### src/rtl/ni_be_bus_master.sv
// Bus initiator for the NI BE channel register space.
// Turns cmd/rsp handshakes into single bus transactions, one outstanding at a time.
// After reset it reads the channel-0 info word and publishes the endpoint count and DR enable.
//
// state | meaning
// INIT  | reading info word at address 0 (bus_en high from the first cycle after reset)
// IDLE  | waiting for a command, cmd_ready high
// REQ   | bus transaction in flight, waiting for ack/err/timeout
// RSP   | response presented, waiting for rsp_ready
module ni_be_bus_master #(
  parameter int MAX_CHANNEL    = 2,
  parameter int TIMEOUT_CYCLES = 64
) (
  input  logic        clk_bus,
  input  logic        rst_bus_n,
  input  logic        cmd_valid,
  output logic        cmd_ready,
  input  logic        cmd_we,
  input  logic [6:0]  cmd_channel,
  input  logic [12:0] cmd_offset,
  input  logic [31:0] cmd_wdata,
  output logic        rsp_valid,
  input  logic        rsp_ready,
  output logic [31:0] rsp_data,
  output logic        rsp_err,
  output logic        rsp_timeout,
  output logic [31:0] bus_addr,
  output logic        bus_we,
  output logic        bus_en,
  output logic [31:0] bus_data_out,
  input  logic [31:0] bus_data_in,
  input  logic        bus_ack,
  input  logic        bus_err,
  output logic        info_valid,
  output logic        info_err,
  output logic [30:0] info_num_ep,
  output logic        info_dr
);

  localparam int         CNT_W  = $clog2(TIMEOUT_CYCLES + 1);
  localparam logic [6:0] MAX_CH = 7'(MAX_CHANNEL);

  typedef enum logic [1:0] {S_INIT, S_IDLE, S_REQ, S_RSP} state_t;

  state_t           state, state_nxt;
  logic [CNT_W-1:0] cnt;
  logic             accept;
  logic             legal;
  logic             tc;
  logic             term;
  logic             term_err;
  logic             term_tmo;

  assign accept   = cmd_valid & cmd_ready;
  assign legal    = (cmd_channel <= MAX_CH);
  assign tc       = (cnt == CNT_W'(TIMEOUT_CYCLES - 1));
  // bus_en is only high in INIT/REQ, so it qualifies termination in both states
  assign term     = bus_en & (bus_ack | bus_err | tc);
  // err beats ack; ack on the last timeout cycle still counts as success
  assign term_err = bus_err | ~bus_ack;
  assign term_tmo = ~bus_ack & ~bus_err;

  // State register
  always_ff @(posedge clk_bus or negedge rst_bus_n) begin
    if (!rst_bus_n) state <= S_INIT;
    else            state <= state_nxt;
  end

  // Next-state logic
  always_comb begin
    state_nxt = state;
    case (state)
      S_INIT: if (term)      state_nxt = S_IDLE;
      S_IDLE: if (accept)    state_nxt = legal ? S_REQ : S_RSP;
      S_REQ:  if (term)      state_nxt = S_RSP;
      S_RSP:  if (rsp_ready) state_nxt = S_IDLE;
      default:               state_nxt = S_INIT;
    endcase
  end

  // Handshake outputs decoded from state
  always_comb begin
    cmd_ready = 1'b0;
    rsp_valid = 1'b0;
    case (state)
      S_IDLE:  cmd_ready = 1'b1;
      S_RSP:   rsp_valid = 1'b1;
      default: ;
    endcase
  end

  // Timeout counter: counts bus_en cycles, cleared on termination
  always_ff @(posedge clk_bus or negedge rst_bus_n) begin
    if (!rst_bus_n)         cnt <= '0;
    else if (term || !bus_en) cnt <= '0;
    else                    cnt <= cnt + CNT_W'(1);
  end

  // Registered bus side; command is captured straight into the bus registers
  always_ff @(posedge clk_bus or negedge rst_bus_n) begin
    if (!rst_bus_n) begin
      bus_en       <= 1'b0;
      bus_we       <= 1'b0;
      bus_addr     <= '0;
      bus_data_out <= '0;
    end else begin
      bus_en <= (state_nxt == S_INIT) || (state_nxt == S_REQ);
      if (accept && legal) begin
        bus_we       <= cmd_we;
        bus_addr     <= {12'b0, cmd_channel, cmd_offset};
        bus_data_out <= cmd_wdata;
      end
    end
  end

  // Response capture at termination or illegal-channel accept
  always_ff @(posedge clk_bus or negedge rst_bus_n) begin
    if (!rst_bus_n) begin
      rsp_data    <= '0;
      rsp_err     <= 1'b0;
      rsp_timeout <= 1'b0;
    end else if (accept && !legal) begin
      rsp_data    <= '0;
      rsp_err     <= 1'b1;
      rsp_timeout <= 1'b0;
    end else if (state == S_REQ && term) begin
      rsp_err     <= term_err;
      rsp_timeout <= term_tmo;
      rsp_data    <= (!bus_we && bus_ack && !bus_err) ? bus_data_in : '0;
    end
  end

  // Info word capture, once per reset
  always_ff @(posedge clk_bus or negedge rst_bus_n) begin
    if (!rst_bus_n) begin
      info_valid  <= 1'b0;
      info_err    <= 1'b0;
      info_num_ep <= '0;
      info_dr     <= 1'b0;
    end else if (state == S_INIT && term) begin
      if (term_err) begin
        info_err <= 1'b1;
      end else begin
        info_valid  <= 1'b1;
        info_num_ep <= bus_data_in[30:0];
        info_dr     <= bus_data_in[31];
      end
    end
  end

endmodule

### config.mk
export PLATFORM = sky130hd
export DESIGN_NAME = ni_be_bus_master
export DESIGN_NICKNAME = d
export VERILOG_FILES = /design/src/rtl/ni_be_bus_master.sv
export SDC_FILE = /design/constraint.sdc
export NUM_CORES = 1
export LEC_CHECK = 0
export CELL_PAD_IN_SITES_DETAIL_PLACEMENT = 1
export CELL_PAD_IN_SITES_GLOBAL_PLACEMENT = 2
export CORE_MARGIN = 4
export CORE_UTILIZATION = 28
export DETAILED_ROUTE_END_ITERATION = 12
export GPL_TIMING_DRIVEN = 1
export PLACE_DENSITY_LB_ADDON = 0.08
export RECOVER_POWER = 50
export SYNTH_ARGS = -nofsm -noshare
export SYNTH_HDL_FRONTEND = slang
export SYNTH_SLANG_ARGS = --single-unit
### constraint.sdc
create_clock -name clk_bus -period 1.9 [get_ports clk_bus]
set_input_delay 0.19 -clock clk_bus [delete_from_list [all_inputs] [get_ports clk_bus]]
set_output_delay 0.19 -clock clk_bus [all_outputs]
set_load 0.005 [all_outputs]
[After elaboration in Yosys (flattened, before gate mapping)]
Index checks and enable logic that the tools add are counted.
Storage, ports and cells
  flip-flop bits (word level): 131
  output and inout port bits: 136
  input port bits: 91
Cells by class
  equal/unequal tests: 5
  order comparisons: 1
  reductions and logical operators: 17
  bitwise gates (word level): 9
  muxes and demuxes: 16
  add/sub/neg operators: 1
Operators by type and width (number)
  $mux W32: 3
  $mux W2: 4
  $pmux W2 S4: 1
  $add A7 B1 Y7 const B: 1
  $eq A7 B6 Y1 const B: 1
  $le A7 B2 Y1 const B: 1
  $mux W1: 7
  $mux W7: 1
  $eq A2 B2 Y1 const B: 3
  $logic_and A1 B1 Y1: 6
  $logic_not A1 Y1: 4
  $logic_not A2 Y1: 2
  $reduce_and A2 Y1: 2
  $and A1 B1 Y1: 3
  $not A1 Y1: 3
  $or A1 B1 Y1: 3
  $eq A2 B1 Y1 const B: 1
  $logic_or A1 B1 Y1: 2
  $reduce_bool A2 Y1: 1

[Longest topological paths before layout]
Gate-level depths: netlist (run 1).
  word-level depth: 7
  gate-level depth with buffers: 6
  depth with buffers taken out: 4

[Worst setup path before layout (run 1)]
OpenSTA, ideal clock, no wires.
  path kind: reg-to-reg
  from: register cnt[0]
  to: register rsp_data[17]
  clock period less this slack: 1.557 ns
  library setup time: 0.082 ns
  data arrival time: 1.475 ns
  cell stages (with the launch flop): 7
  slack: 0.343 ns
  cells stage by stage: dfrtp_1 > ha_1 > nand4_1 > clkbuf_1 > buf_1 > o211ai_1 > a31oi_1
On the way
  longest elaborated chain between the ends: 5
Ends and longest elaborated chain
  start, declared: line 46  | logic [CNT_W-1:0] cnt;
  start signal, assigned: line 96  | else cnt <= cnt + CNT_W'(1);
  $eq A7 B6 Y1: line 56  | assign tc = (cnt == CNT_W'(TIMEOUT_CYCLES - 1));
  $or A1 B1 Y1: line 58  | assign term = bus_en & (bus_ack | bus_err | tc);
  $and A1 B1 Y1: line 58
  $logic_and A1 B1 Y1: line 126  | end else if (state == S_REQ && term) begin
  $reduce_bool A2 Y1 (no line)
  end signal, assigned: line 129  | rsp_data <= (!bus_we && bus_ack && !bus_err) ? bus_data_in : '0;
  end, declared: line 24  | output logic [31:0] rsp_data,
No other way between the ends.
A chain may end at the register's enable or synchronous reset.

[Worst setup path after layout (run 1)]
  from: register state[1]
  to: output port rsp_valid
On the way
  longest elaborated chain between the ends: 2
Ends and longest elaborated chain
  start, declared: line 45  | state_t state, state_nxt;
  start signal, assigned: line 66  | else state <= state_nxt;
  $eq A2 B2 Y1: line 85  | case (state)
  $mux W1: line 85
  end, declared: line 22  | output logic rsp_valid,
No other way between the ends.

==> summary.txt, run 1 <==
# DRC -> 0
Post-DP HPWL -> 12,800 um
GP Congestion -> 0.726
Clock root buffer master -> clkbuf_16
Die height -> 153 um
Power Dens Cells -> 1260 mW/mm^2
First-pass GRT wire length -> 30,200 um
M1 WL -> 7960 um
Die Span X -> 153 um
Synth warnings -> 0
Post-synth top area cell -> dfrtp_1
WHS -> 338 ps
Setup ws final -> 129 ps
Fin. Hold Viols -> 0
Arrival time worst endpoint -> 1580 ps
Row count -> 52
Via-to-Cell Ratio -> 4.86
Worst skew pair latency -> 420 ps
Max Slew Vio Count -> 0
Post-Place Worst Slack -> -28.0 ps
Max Fanout on Critical Path -> 7
Total grt overflow -> 0
Worst Skew -> 8.21 ps
GRT Util Overall -> 0.162
Post-synthesis cell area -> 0.00586 mm^2
Vias -> 4,582
Ports -> 227
Pleak -> 3.91 nW
# setup viols final -> 0
Area contributors post-synth -> dfrtp_1 (56%), mux2_4 (11%), mux2_2 (7.1%)
Crit Path Category -> flop to output pin
ANT nets after route -> 0
Cells on worst reg2reg path -> 5
Synth Flop Type -> dfrtp_1
Detailed Routing Iterations Pass 1 -> 4
Final Power -> 11.3 mW
Initial antenna violation count -> 0
Synth unique cells -> 40
Number of global-route vias before repair -> 5,149
WL met3 -> 1610 um
Hold crit path type -> input pin to flop
FMAX -> 0.565 GHz
Crit share post-route -> 0.932
Placed cell count -> 911
Final non-filler cell total -> 943
Port Buffers -> 214
Max-Cap Viols -> 0
Post-CTS setup repair buffer count -> 0
Setup TNS -> 0 ps
Die area -> 0.0233 mm^2
Crit path time final -> 1770 ps
Routed wl met2 -> 9010 um
Post-synth ARST share -> 1.00
# diodes -> 0
Synth Instances -> 448
Fin nets -> 753
RSZ-0062 raised after global routing -> no
Worst reg-to-reg setup slack -> 140 ps
Synth top area share -> 0.560
Synthesized flop and latch total -> 131
Max Used Layer -> met4
Largest net degree at the start of global routing -> 56
EDFF count, synth -> 0
Syn-to-layout area delta -> 52.5%
Clock H-tree levels -> 4
CTS buffer count -> 17
Startpoint Class -> flop
Synthesized area per cell -> 13.1 um^2
WP data required -> 1710 ps
Placeable Area -> 0.0204 mm^2
Reg clk slew, reported paths -> 60 ps
Initial DRC count -> 191
WL per Instance -> 19.9 um
Slew @ Worst Pin -> 1300 ps
Clock sink count -> 131
Longest Clk Path Bufs -> 2
Peak VDD IR -> 617 uV
Effective utilization at floorplan -> 0.287
Max transition margin -> 0.134
Status -> complete, no violations
Share of cells above drive strength 1 -> 0.186
Hold Crit Depth -> 2
DRT Wirelength -> 18,700 um
CTS tree -> done
Sequential fraction of the synthesis area -> 0.560
Critical path capture point type -> output pin
-- power by group --
| group | total, mW | switching (mW) | internal, mW |
|---|---|---|---|
| clock | 3.68 | 1.28 | 2.40 |
| sequential | 4.18 | 0.572 | 3.61 |
| combinational | 3.41 | 1.20 | 2.21 |
| total | 11.3 | 3.05 | 8.22 |
-- kinds of logic after synthesis --
group / count (synthesis) / synth area share
xor+xnor: 3 / 0.00449
buf+inv: 53 / 0.0504
compound gates: 78 / 0.0923
simple gates: 101 / 0.109
mux: 80 / 0.181
fa+ha+maj: 1 / 0.00214
other cells: 1 / 0.000640
flops: 131 / 0.560
-- worst max-delay path, stage by stage (launching register included) --
cell and delay [ps]:
dfrtp_2 460, and2_1 170, clkdlybuf4s50_1 530
-- per-stage QoR --
stage | area [um^2] | util
global route | 8930 | 0.437
global placement | 8370 | 0.410
CTS | 9040 | 0.442
floorplan | 5900 | -
finish | 8930 | 0.437
detailed placement | 8370 | 0.410
-- cells in the mapped netlist, drive strengths merged (2+ instances only) --
master,count
dfrtp,131
mux2,80
nand2,36
o211ai,33
a31oi,32
nand4b,32
buf,26
clkbuf,24
nor2,10
and2,6
a21oi,4
inv,3
nand2b,3
o21ai,3
or3,3
a211oi,2
nand3,2
nand4,2
nor2b,2
xor2,2
-- per-layer routing --
layer  vias to the layer above  GRT usage
li1                       2055          -
met1                      2338      0.205
met3                        14     0.0710
met5                         -          0
met2                       175      0.256
met4                         0     0.0395
-- layout by cell type, fill, tap and decap left out, types with 4 or more instances in the layout --
| cell type | n |
|---|---|
| a21oi_1 | 4 |
| a31oi_1 | 32 |
| and2_1 | 4 |
| buf_12 | 5 |
| buf_4 | 9 |
| bufinv_16 | 5 |
| clkbuf_16 | 17 |
| clkdlybuf4s50_1 | 183 |
| conb_1 | 12 |
| dfrtp_1 | 129 |
| dlygate4sd3_1 | 31 |
| mux2_1 | 17 |
| mux2_2 | 37 |
| mux2_4 | 26 |
| nand2_1 | 35 |
| nand4b_1 | 32 |
| nor2_1 | 9 |
| o211ai_1 | 33 |
-- path summary, 6_finish.rpt --
kind | startpoint | endpoint
worst max-delay path | state[1] | rsp_valid
worst min-delay path | rsp_ready | state[1]
worst max register to register | cnt[0] | rsp_err
worst min register to register | cnt[0] | cnt[0]
max in group asynchronous | rst_bus_n | state[0]
min in group asynchronous | rst_bus_n | info_num_ep[15]
-- timing repair --
action	4_1_cts	5_1_grt
gates resized for setup	1	2
pin swaps	0	0
hold endpoints to repair	53	0
hold buffers	1	0
setup endpoints to repair	1	2
-- registers in the layout, summed over array words and instances (netlist names) --
signal and flops:
info_valid 1, info_num_ep 31, bus_we 1, state 2, info_err 1, info_dr 1
rsp_data 32, rsp_timeout 1, bus_data_out 32, rsp_err 1, cnt 7, bus_addr 20
bus_en 1
-- layout make-up --
type                    count  area, um^2
fillers                  2170       11500
flip-flops and latches    131        3280
repair buffers            233        2360
multi-input cells         275        2290
clock buffers              19         453
well taps                 270         338
clock inverters            12         204
inverters                   3        11.3
(Power assumes the default switching activity.)
==> run 2: changes to the inputs <==
--- a/config.mk
+++ b/config.mk
@@ -10,7 +10,7 @@
 export CORE_MARGIN = 4
 export CORE_UTILIZATION = 28
 export DETAILED_ROUTE_END_ITERATION = 12
-export GPL_TIMING_DRIVEN = 1
+export GPL_TIMING_DRIVEN = 0
 export PLACE_DENSITY_LB_ADDON = 0.08
 export RECOVER_POWER = 50
 export SYNTH_ARGS = -nofsm -noshare
==> run 2 against run 1 <==
  * Register-to-register slack about the same
  * Die area unchanged
  * Worst setup slack worse by 26 ps
  * Highest routed layer unchanged
  * Global-route usage fell by 0.31 points
  * Total power decreased by 2.4%
  * Hold slack got worse by 57 ps
  * Critical endpoint unchanged
  * Count of clock-buffer cells in the layout fell by 2
==> summary.txt, run 2 (same netlist as run 1, synthesis figures left out) <==
Worst Skew -> 10.9 ps (+2.68 ps)
Initial antenna violation count -> 0 (unchanged)
Crit share post-route -> 0.946 (+0.0138)
R2r startpoint -> state[1]
Power share of the sequential group -> 0.377 (+0.006)
Total grt overflow -> 0 (unchanged)
Die height -> 153 um (unchanged)
Power Dens Cells -> 1220 mW/mm^2 (-3.5%)
CTS tree -> done
Slew @ Worst Pin -> 803 ps (-495 ps)
ANT nets after route -> 0 (unchanged)
Worst Path Buf+Inv -> 2 (+1)
Final Power -> 11.0 mW (-2.4%)
Longest Clk Path Bufs -> 2 (unchanged)
Worst skew pair latency -> 410 ps (about the same)
Clock root buffer master -> clkbuf_16
Fin nets -> 785 (+4.2%)
Row count -> 52 (unchanged)
Commonest non-fill, non-tap cell in the layout -> clkdlybuf4s50_1
Reg clk slew, reported paths -> 60 ps (about the same)
Worst path depth -> 3 (+1)
Max transition margin -> 0.464 (+0.330)
Critical R2R Capture -> bus_data_out[25]
Dpl cell area -> 0.00841 mm^2 (+0.43%)
Post-DP HPWL -> 13,400 um (+4.2%)
First-pass GRT wire length -> 29,800 um (-1.1%)
CTS buffer count -> 17 (unchanged)
Pleak -> 4.08 nW (+4.2%)
Number of global-route vias before repair -> 5,213 (+1.2%)
Ports -> 227 (unchanged)
Arrival time worst endpoint -> 1610 ps (+30 ps)
Worst path max stage delay -> 540 ps (about the same)
Max-Cap Viols -> 0 (unchanged)
# fillers -> 2,192 (+1.0%)
WHS -> 281 ps (-57.0 ps)
Die area -> 0.0233 mm^2 (unchanged)
Net Sw Frac -> 0.273 (+0.00289)
GP Congestion -> 0.722 (-0.48%)
Port Buffers -> 214 (unchanged)
Crit path time final -> 1800 ps (+26.2 ps)
Via-to-Cell Ratio -> 4.76 (-2.0%)
Max Fanout on Critical Path -> 7 (unchanged)
Crit Path Category -> flop to output pin
Vias -> 4,637 (+1.2%)
Logic pwr share -> 0.310 (+0.007)
# diodes -> 0 (unchanged)
# DRC -> 0 (unchanged)
FMAX -> 0.557 GHz (-1.5%)
Cells on worst reg2reg path -> 5 (unchanged)
Status -> complete, no violations
Placed cell count -> 944 (+3.6%)
Kind of cell adding the most delay to the critical path -> buffers and inverters
Fin. Hold Viols -> 0 (unchanged)
Largest net degree at the start of global routing -> 84 (+50%)
Clock power frac -> 0.313 (-0.013)
Largest registers -> bus_data_out x32, rsp_data x32, info_num_ep x31
DRT Wirelength -> 18,400 um (-1.9%)
Syn-to-layout area delta -> 54.3%
Worst reg-to-reg setup slack -> 130 ps (about the same)
Crit path capture -> rsp_valid
Net switching power -> 3.01 mW (-1.3%)
Detailed Routing Iterations Pass 1 -> 4 (unchanged)
Hold crit path type -> input pin to asynchronous set/reset pin
Register area -> 0.00328 mm^2 (about the same)
Critical Path Slowest Stage Cell -> clkdlybuf4s50_1
Clock H-tree levels -> 4 (unchanged)
Critical path, cell by cell -> clkbuf_4, and2_1, clkdlybuf4s50_1
Cell Int Power -> 7.99 mW (-2.7%)
Startpoint Class -> flop
Max Slew Vio Count -> 0 (unchanged)
Die Span X -> 153 um (unchanged)
Critical Path Start -> state[1]
RSZ-0062 raised after global routing -> no
Clock sink count -> 131 (unchanged)
Share of cells above drive strength 1 -> 0.214 (+0.0288)
Placeable Area -> 0.0204 mm^2 (unchanged)
# setup viols final -> 0 (unchanged)
Peak VDD IR -> 544 uV (-12%)
Initial DRC count -> 98 (-49%)
Final non-filler cell total -> 974 (+3.3%)
WL per Instance -> 18.9 um (-5.0%)
WP data required -> 1710 ps (about the same)
GRT Util Overall -> 0.159 (-0.00310)
Effective utilization at floorplan -> 0.287 (unchanged)
Critical path capture point type -> output pin
Area of the multi-input gates -> 0.00233 mm^2 (+1.9%)
Final Cell Area -> 0.00904 mm^2 (+1.1%)
Commonest non-fill, non-tap cells in the layout -> clkdlybuf4s50_1 (160), dfrtp_1 (131), dlygate4sd3_1 (53)
-- run 2: changes by cell type in the layout (fill, tap and decap cells not counted), sizes merged --
cell	change
inv	-1
bufinv	-1
dlygate4sd3	+22
clkbuf	+18
dlymetal6s2s	+1
clkdlybuf4s50	-23
clkinv	+3
buf	+12
-- run 2: how the worst min path moves through the flow --
stage	slack [ps]	end	cells past startpoint	start
6_report	280	info_num_ep[7]	2	rst_bus_n
5_1_grt	320	info_num_ep[7]	2	rst_bus_n
2_1_floorplan	-110	bus_addr[0]	0	rst_bus_n
4_1_cts	310	info_num_ep[7]	2	rst_bus_n
3_5_place_dp	170	info_num_ep[10]	1	rst_bus_n
3_3_place_gp	450	cnt[0]	1	cnt[0]
-- run 2: power by group through the flow --
stage	Sequential [mW]	Combinational (mW)	Clock, mW
floorplan	4.16	1.26	0
global placement	4.16	3.52	0
detailed placement	4.20	3.59	0
CTS	4.18	3.63	3.54
global route	4.27	3.71	3.66
finish	4.15	3.41	3.44
-- run 2: layout make-up --
class / instances / share of cell area
inverter: 3 / 0.00125
clock inverter: 13 / 0.0208
buffer: 48 / 0.0318
clock buffer: 17 / 0.0471
timing repair buffer: 217 / 0.241
sequential: 131 / 0.363
tap: 270 / 0.0374
multi-input combinational: 275 / 0.258
-- run 2: stage by stage --
step | TNS (ps) | worst slack (ps) | utilization
3_3_place_gp | -669640 | -4930 | 0.410
5_1_grt | 0 | 6.98 | 0.442
2_1_floorplan | 0 | 343 | -
6_report | 0 | 103 | 0.442
3_5_place_dp | -29330 | -454 | 0.412
4_1_cts | 0 | 7.68 | 0.443
-- run 2: routing by layer --
| layer | track usage | up-vias | share of wire |
|---|---|---|---|
| met5 | 0 | - | 0 |
| met4 | 0.0344 | 0 | 0.0061 |
| met3 | 0.0628 | 8 | 0.080 |
| met2 | 0.258 | 162 | 0.49 |
| met1 | 0.202 | 2354 | 0.43 |
| li1 | - | 2113 | - |
-- run 2: repair_timing --
item,in CTS,in global routing
buffers inserted,0,1
hold buffers,1,0
pin swaps,0,1
endpoints found under the hold margin,48,0
setup endpoints to repair,42,65
gates resized for setup,6,9
==> run 3: changes to the inputs <==
--- a/config.mk
+++ b/config.mk
@@ -5,6 +5,7 @@
 export SDC_FILE = /design/constraint.sdc
 export NUM_CORES = 1
 export LEC_CHECK = 0
+export CAP_MARGIN = 20
 export CELL_PAD_IN_SITES_DETAIL_PLACEMENT = 1
 export CELL_PAD_IN_SITES_GLOBAL_PLACEMENT = 2
 export CORE_MARGIN = 4
==> run 3 against run 2 <==
  * First-iteration DRC count stayed put
  * Non-clock buffer count did not move
  * Register-to-register slack is essentially flat
  * Final cell count is the same
  * Total power unchanged
  * Worst setup slack unchanged
  * Clock power barely moved
  * Combinational power barely moved
  * Routed wire length unchanged
  * Design area is the same
  * Die area unchanged
  * Sequential share of layout area did not move
  * Critical path type unchanged
  * Largest cell class unchanged
  * Largest power group unchanged
==> summary.txt, run 3 (same netlist as run 1, synthesis figures left out) <==
Worst path depth -> 3 (unchanged)
Worst Skew -> 10.9 ps (unchanged)
Placeable Area -> 0.0204 mm^2 (unchanged)
Crit share post-route -> 0.946 (unchanged)
Post-DP HPWL -> 13,400 um (unchanged)
Critical Path Slowest Stage Cell -> clkdlybuf4s50_1
Clock root buffer master -> clkbuf_16
FMAX -> 0.557 GHz (unchanged)
Commonest non-fill, non-tap cell in the layout -> clkdlybuf4s50_1
# setup viols final -> 0 (unchanged)
Cells on worst reg2reg path -> 5 (unchanged)
Row count -> 52 (unchanged)
Share of cells above drive strength 1 -> 0.214 (unchanged)
Kind of cell adding the most delay to the critical path -> buffers and inverters
GRT Util Overall -> 0.159 (unchanged)
Status -> complete, no violations
Initial DRC count -> 98 (unchanged)
Critical path, cell by cell -> clkbuf_4, and2_1, clkdlybuf4s50_1
Worst Path Buf+Inv -> 2 (unchanged)
Longest Clk Path Bufs -> 2 (unchanged)
Max Fanout on Critical Path -> 7 (unchanged)
R2r startpoint -> state[1]
Total grt overflow -> 0 (unchanged)
Final Cell Area -> 0.00904 mm^2 (unchanged)
WL per Instance -> 18.9 um (unchanged)
Number of global-route vias before repair -> 5,213 (unchanged)
Clock sink count -> 131 (unchanged)
Die Span X -> 153 um (unchanged)
Startpoint Class -> flop
RSZ-0062 raised after global routing -> no
Dpl cell area -> 0.00841 mm^2 (unchanged)
CTS tree -> done
# fillers -> 2,192 (unchanged)
WP data required -> 1710 ps (about the same)
ANT nets after route -> 0 (unchanged)
Max Slew Vio Count -> 0 (unchanged)
Critical path capture point type -> output pin
Critical Path Start -> state[1]
Pleak -> 4.08 nW (unchanged)
Syn-to-layout area delta -> 54.3% (unchanged)
Ports -> 227 (unchanged)
Fin nets -> 785 (unchanged)
Max-Cap Viols -> 0 (unchanged)
Power Dens Cells -> 1220 mW/mm^2 (unchanged)
Detailed Routing Iterations Pass 1 -> 4 (unchanged)
Max transition margin -> 0.464 (unchanged)
Effective utilization at floorplan -> 0.287 (unchanged)
Cell Int Power -> 7.99 mW (unchanged)
First-pass GRT wire length -> 29,800 um (unchanged)
Worst skew pair latency -> 410 ps (about the same)
Fin. Hold Viols -> 0 (unchanged)
Die height -> 153 um (unchanged)
Largest registers -> bus_data_out x32, rsp_data x32, info_num_ep x31
Slew @ Worst Pin -> 803 ps (unchanged)
Logic pwr share -> 0.310 (about the same)
DRT Wirelength -> 18,400 um (unchanged)
Net switching power -> 3.01 mW (unchanged)
Hold crit path type -> input pin to asynchronous set/reset pin
Reg clk slew, reported paths -> 60 ps (about the same)
Port Buffers -> 214 (unchanged)
Power share of the sequential group -> 0.377 (about the same)
Crit Path Category -> flop to output pin
Clock power frac -> 0.313 (about the same)
Clock H-tree levels -> 4 (unchanged)
Commonest non-fill, non-tap cells in the layout -> clkdlybuf4s50_1 (160), dfrtp_1 (131), dlygate4sd3_1 (53)
GP Congestion -> 0.722 (unchanged)
# diodes -> 0 (unchanged)
Setup TNS -> 0 ps (unchanged)
Crit path time final -> 1800 ps (unchanged)
Arrival time worst endpoint -> 1610 ps (about the same)
Via-to-Cell Ratio -> 4.76 (unchanged)
Vias -> 4,637 (unchanged)
CTS buffer count -> 17 (unchanged)
Net Sw Frac -> 0.273 (unchanged)
Largest net degree at the start of global routing -> 84 (unchanged)
Initial antenna violation count -> 0 (unchanged)
Die area -> 0.0233 mm^2 (unchanged)
Peak VDD IR -> 544 uV (unchanged)
# DRC -> 0 (unchanged)
Worst path max stage delay -> 540 ps (about the same)
-- run 3: cell counts in the layout (fill, tap and decap cells not counted) --
No cell type changed its count.
-- run 3: stage by stage --
step	utilization	power [mW]	setup WS, ps	hold WS [ps]	std cells
final	0.442	11.0	103	281	974
after global routing	0.442	11.6	6.98	317	974
after floorplan	-	5.42	343	-106	459
after global placement	0.410	7.68	-4930	447	943
after detailed placement	0.412	7.79	-454	174	944
after CTS	0.443	11.3	7.68	308	975
-- run 3: routing by layer --
| layer | GRT usage | share of wire | up-vias |
|---|---|---|---|
| li1 | - | - | 2113 |
| met5 | 0 | 0 | - |
| met1 | 0.202 | 0.43 | 2354 |
| met2 | 0.258 | 0.49 | 162 |
| met3 | 0.0628 | 0.080 | 8 |
| met4 | 0.0344 | 0.0061 | 0 |
-- run 3: timing repair --
action,in CTS,in global routing
endpoints found under the hold margin,48,0
resized for setup,6,9
endpoints found under the setup margin,42,65
hold buffers,1,0
pin swaps,0,1
buffers inserted,0,1
-- run 3: final timing paths --
| check | to | slack [ps] |
|---|---|---|
| hold / removal | info_num_ep[7] | 280 |
| setup / recovery | rsp_valid | 100 |
| hold reg to reg | cnt[0] | 460 |
| min in group clk_bus | state[1] | 340 |
| setup reg to reg | bus_data_out[25] | 130 |
| max in group asynchronous | bus_we | 470 |
-- run 3: power by group through the flow --
stage / combinational (mW) / sequential, mW / clock [mW]
6_report: 3.41 / 4.15 / 3.44
5_1_grt: 3.71 / 4.27 / 3.66
4_1_cts: 3.63 / 4.18 / 3.54
3_5_place_dp: 3.59 / 4.20 / 0
3_3_place_gp: 3.52 / 4.16 / 0
2_1_floorplan: 1.26 / 4.16 / 0
-- run 3: worst register-to-register path, cell delays in order, from the launching register on --
cell	delay, ps
dfrtp_1	360
clkbuf_4	170
nor2b_1	240
nand4_4	310
buf_6	280
mux2_4	300
-- run 3: area by class of cell --
cell class	instances	area, um^2	area share
Timing Repair Buffer	217	2170	0.241
Sequential cell	131	3280	0.363
Clock inverter	13	188	0.0208
Tap cell	270	338	0.0374
Buffer	48	288	0.0318
Multi-Input combinational cell	275	2330	0.258
Inverter	3	11.3	0.00125
Clock buffer	17	425	0.0471
